### config.mk
export PLATFORM = sky130hd
export DESIGN_NAME = imem_sync
export DESIGN_NICKNAME = d
export VERILOG_FILES = /design/src/rtl/imem_pkg.sv /design/src/rtl/imem_array.sv /design/src/rtl/imem_sync.sv
export SDC_FILE = /design/constraint.sdc
export NUM_CORES = 2
export LEC_CHECK = 0
export CORE_MARGIN = 2
export CORE_UTILIZATION = 45
export DETAILED_ROUTE_END_ITERATION = 10
export GPL_ROUTABILITY_DRIVEN = 0
export HOLD_SLACK_MARGIN = 0.1
export PLACE_DENSITY = 0.59
export SLEW_MARGIN = 15
export SYNTH_ARGS = -nofsm -noshare
export SYNTH_HDL_FRONTEND = slang
export SYNTH_SLANG_ARGS = --single-unit
### constraint.sdc
create_clock -name clk -period 3.2 [get_ports clk]
set_input_delay 0.64 -clock clk [delete_from_list [all_inputs] [get_ports clk]]
set_output_delay 0.64 -clock clk [all_outputs]
set_load 0.01 [all_outputs]
### src/rtl/imem_pkg.sv
// imem_pkg: shared state encoding, fetch error codes and NOP word for imem_sync
package imem_pkg;
    typedef enum logic {LOAD = 1'b0, RUN = 1'b1} state_t;
    typedef enum logic [1:0] {ERR_OK = 2'b00, ERR_MIS = 2'b01, ERR_RANGE = 2'b10} ferr_t;
    localparam logic [31:0] NOP = 32'h0000_0000;
endpackage

### src/rtl/imem_array.sv
// imem_array: DEPTH x DATA_W storage, one write port and one synchronous read port
module imem_array #(
    parameter int DATA_W = 32,
    parameter int DEPTH  = 64,
    parameter int AW     = $clog2(DEPTH)
) (
    input  logic              clk,
    input  logic              we,
    input  logic [AW-1:0]     waddr,
    input  logic [DATA_W-1:0] wdata,
    input  logic              re,
    input  logic [AW-1:0]     raddr,
    output logic [DATA_W-1:0] rdata
);
    logic [DATA_W-1:0] mem [DEPTH];
    always_ff @(posedge clk) begin
        if (we) mem[waddr] <= wdata;
        if (re) rdata <= mem[raddr];
    end
endmodule

### src/rtl/imem_sync.sv
// imem_sync: instruction memory loaded in LOAD state, fetched with one-cycle latency in RUN
module imem_sync
    import imem_pkg::*;
#(
    parameter int DATA_W = 32,
    parameter int DEPTH  = 64,
    parameter int ADDR_W = 32
) (
    input  logic                     clk,
    input  logic                     rst_n,
    input  logic                     prog_we,
    input  logic [$clog2(DEPTH):0]   prog_addr,
    input  logic [DATA_W-1:0]        prog_data,
    input  logic                     prog_done,
    output logic                     prog_err,
    output logic [$clog2(DEPTH):0]   load_count,
    output logic                     run,
    input  logic                     fetch_req,
    input  logic [ADDR_W-1:0]        fetch_addr,
    input  logic                     stall,
    output logic                     fetch_valid,
    output logic [DATA_W-1:0]        fetch_instr,
    output logic [1:0]               fetch_err
);
    localparam int AW = $clog2(DEPTH);
    state_t            state;
    ferr_t             ferr;
    logic [DEPTH-1:0]  written;
    logic              zero_q;
    logic [DATA_W-1:0] rdata;
    logic              accept, mis, oor, wr_ok;
    logic [AW-1:0]     rd_idx, wr_idx;
    assign run         = state == RUN;
    assign accept      = run && !stall && fetch_req;
    assign mis         = fetch_addr[1:0] != 2'b00;
    assign oor         = (fetch_addr >> 2) >= ADDR_W'(DEPTH);
    assign rd_idx      = fetch_addr[AW+1:2];
    assign wr_idx      = prog_addr[AW-1:0];
    assign wr_ok       = !run && prog_we && !prog_addr[AW];
    assign fetch_err   = ferr;
    // Errors and never-written words read as NOP; array data itself is never reset
    assign fetch_instr = zero_q ? DATA_W'(NOP) : rdata;
    imem_array #(.DATA_W(DATA_W), .DEPTH(DEPTH), .AW(AW)) u_array (
        .clk   (clk),
        .we    (wr_ok),
        .waddr (wr_idx),
        .wdata (prog_data),
        .re    (accept),
        .raddr (rd_idx),
        .rdata (rdata)
    );
    always_ff @(posedge clk) begin
        if (!rst_n) begin
            state       <= LOAD;
            written     <= '0;
            load_count  <= '0;
            prog_err    <= 1'b0;
            fetch_valid <= 1'b0;
            ferr        <= ERR_OK;
            zero_q      <= 1'b1;
        end else begin
            prog_err <= !run && prog_we && prog_addr[AW];
            if (wr_ok) begin
                written[wr_idx] <= 1'b1;
                if (!written[wr_idx]) load_count <= load_count + 1'b1;
            end
            if (!run && prog_done) state <= RUN;
            if (!stall) begin
                fetch_valid <= accept;
                if (accept) begin
                    ferr   <= mis ? ERR_MIS : oor ? ERR_RANGE : ERR_OK;
                    zero_q <= mis || oor || !written[rd_idx];
                end
            end
        end
    end
endmodule

==> flow_metrics.tcl <==
set metrics [dict create \
    largest_net_degree_at_the_start_of_global_routing 65 \
    worst-slew-pin-transition_ps 1110 \
    synth_seq_cells 2157 \
    power.switching_fraction_pct 21.1 \
    seq_power_share_pct 53.4 \
    finalClockSkew_ps 56.4 \
    power_switching_uw 12300 \
    worst_ir_drop_vdd_mv 0.462 \
    regToRegSetupSlack_ps 830 \
    floorplan.core_area_um2 182000 \
    worst-endpoint-required_ps 2560 \
    floorplan.die.width_um 432 \
    hpwl_mm 136 \
    grt_pass1_vias 38900 \
    yosysUniqueCellTypes 40 \
    cts_tree "done" \
    hold_path.class "primary input to flop" \
    synthDominantCellAreaShare_pct 75.8 \
    tot_gr_track_use_pct 24.7 \
    combinationalPowerShare_pct 4.5 \
    syn_area_per_cell_um2 24.7 \
    min_path_cells 3 \
    cts-root-buf "clkbuf_16" \
    drv_slew 0 \
    timing.rr.end "u_array.mem[26][18]$_DFFE_PP_" \
    failed_checks "negative setup slack" \
    multi_input_comb_area_um2 18000 \
    fmax_mhz 312 \
    worst_slew_margin_rel_pct 26.3 \
    starting_utilization_of_the_core_area_pct 45.1 \
    postLayoutSetupSlackWorst_ps -0.279 \
    final_period_minus_worst_setup_slack_ps 3200 \
    r2r.worst_path.cells 7 \
    numCtsBuffers 215 \
    route.antenna.remaining_nets 0 \
    clk_path_buf_depth 3 \
    dp_cells 5956 \
    dr.pass1.iters 5 \
    maxCapViolCount 0 \
    globalRoute.totalOverflow 0 \
    cellPowerDensity_nw_per_um2 596 \
    syn-instance-count 3329 \
    syn_to_final_growth_pct 18.7 \
    async_flop_share_pct 0 \
    status "finished, violations left" \
    io-pin-count 121 \
    fp.dieArea_um2 186000 \
    worst_path_maximum_fanout 1 \
    arrival_ps 2560 \
    grt_antenna_before_repair 19 \
    post-route-util_pct 53.6 \
    syn_nets 3407 \
    worst-setup-path-type "flop to primary output" \
    synth_top_area_cell "edfxtp_1" \
    report.final.setup_viol 1 \
    layout_worst_path_cycle_share_pct 100 \
    netlist_top_cells_count "edfxtp_1 (2,080), mux4_2 (705), clkbuf_1 (105)" \
    drt-total-wl_mm 229 \
    stdcell_count 6368 \
    die_h_um 432 \
    seq_total_area_yosys_pct 77.7 \
    n_fill_cell 13700 \
    min_to "fetch_valid$_SDFFE_PN0N_" \
    fin_nets 3867 \
    leakagePower_uw 0.0304 \
    cts_max_level 4 \
    internal_uw 45900 \
    cp-end-kind "primary output" \
    rsz0062_at_grt "no" \
    numClockSinks 2157 \
    critPathLaunchType "flop" \
    post_synth_instance_area_um2 82400 \
    worstHoldStart "stall" \
    viasPerCell 6.13 \
    yosys_warnings 0 \
    synth.area.top_cells "edfxtp_1 (76%), mux4_2 (19%), dfxtp_1 (1.9%)" \
    synth_most_common_cell "edfxtp_1" \
    detail_route.wl_per_cell_um 35.9 \
    path_clk_slew_ps 60 \
    ff_latch_area_um2 64000 \
    drtIter0Drc 4998 \
    report.final.hold_viol_count 0 \
    post_synth_top_flop "edfxtp_1" \
    launch_point_of_the_worst_reg_to_reg_path "run$_SDFFE_PN0P_" \
    total_number_of_vias 39100 \
    fraction_of_layout_instances_using_a_drive_strength_above_1_pct 35.7 \
    floorplan.rows 157 \
    clkPwrFrac_pct 42.1 \
    drcViolationCount 0 \
    placement.io_buffers 120 \
    grt_first_pass_wirelength_mm 314 \
    clk-insertion-delay-late_ps 880 \
    synth_edf_count 2080 \
]
-- critical path, cell delays in order (launching register included) --
cell and delay [ps]:
edfxtp_1 600, nor2b_1 400, clkdlybuf4s50_1 680
-- registers in the layout, summed over array words and instances, names as in the netlist --
| register | count |
|---|---|
| zero_q | 1 |
| written | 64 |
| run | 1 |
| load_count | 7 |
| u_array.mem | 2048 |
| fetch_valid | 1 |
| fetch_err | 2 |
| prog_err | 1 |
| u_array.rdata | 32 |
-- worst max path at each step --
| stage | from | endpoint | cells past startpoint |
|---|---|---|---|
| final | u_array.rdata[17]$_DFFE_PP_ | fetch_instr[17] | 2 |
| after floorplan | prog_addr[2] | u_array.mem[60][0]$_DFFE_PP_ | 5 |
| after global routing | u_array.rdata[17]$_DFFE_PP_ | fetch_instr[17] | 2 |
| after CTS | u_array.rdata[17]$_DFFE_PP_ | fetch_instr[17] | 2 |
| after global placement | prog_addr[0] | load_count[3]$_SDFFE_PN0P_ | 10 |
| after detailed placement | prog_addr[0] | load_count[3]$_SDFFE_PN0P_ | 10 |
-- logic make-up (layout without fill, tap and decap cells) --
logic type / count (synthesis) / count (layout) / share of synthesized area (%)
xor+xnor: 1 / 1 / 0.0106
simple gates: 195 / 195 / 1.17
buf+inv: 184 / 832 / 1.00
flops: 2157 / 2157 / 77.7
mux: 724 / 724 / 19.5
fa+ha+maj: 1 / 1 / 0.0152
other cells: 0 / 6 / 0
compound gates: 67 / 67 / 0.592
-- power by group through the flow --
stage	Sequential, µW	Clock, µW	Combinational [µW]
2_1_floorplan	31600	0	1470
3_3_place_gp	31700	0	2610
3_5_place_dp	31700	0	2650
4_1_cts	31100	24900	2650
5_1_grt	31100	26000	2770
6_report	31100	24500	2610
-- timing repair --
| item | 4_1_cts | 5_1_grt |
|---|---|---|
| endpoints found under the setup margin | 10 | 0 |
| hold endpoints to repair | 1 | 0 |
| resized for setup | 1 | 0 |
| hold buffers | 1 | 0 |
| setup buffers | 0 | 0 |
-- placed cells by master, fill, tap and decap left out, drive strengths merged, types with 14 or more instances in the layout --
cell	Yosys	layout
nor2	97	97
inv	5	14
clkdlybuf4s50	0	82
mux2i	18	18
dfxtp	77	77
clkinv	0	118
o21a	53	53
edfxtp	2080	2080
nor2b	36	36
clkbuf	105	262
bufinv	0	15
buf	74	338
nand2	18	18
mux4	705	705
-- metal layers --
layer | share of wire (%) | track usage (%) | up-vias
li1 | - | - | 15400
met1 | 41 | 34.8 | 21800
met2 | 50 | 40.1 | 1569
met3 | 6.5 | 3.66 | 321
met4 | 3.1 | 7.68 | 2
met5 | 0.0052 | 0 | -
-- area by class of cell --
cell class                      count  area share (%)
Clock buffer                      261            5.68
Sequential cell                  2157            65.5
Antenna cell                        6          0.0154
Timing Repair Buffer              422            5.95
Clock inverter                    144            1.37
Tap cell                         2385            3.05
Inverter                            5          0.0192
Multi-Input combinational cell    988            18.4
-- per-stage QoR --
stage	power (µW)	instance area [µm²]	hold slack, ps	worst slack (ps)	setup TNS, ps
floorplan	33100	82400	452	-129	-193960
global placement	34300	90800	458	-186	-651
detailed placement	34300	90800	452	-202	-345
CTS	58600	97700	338	43.3	0
global route	59900	97700	391	33.1	0
finish	58200	97700	388	-0.279	-0.279
No activity file was read; power rests on OpenSTA's default activity.
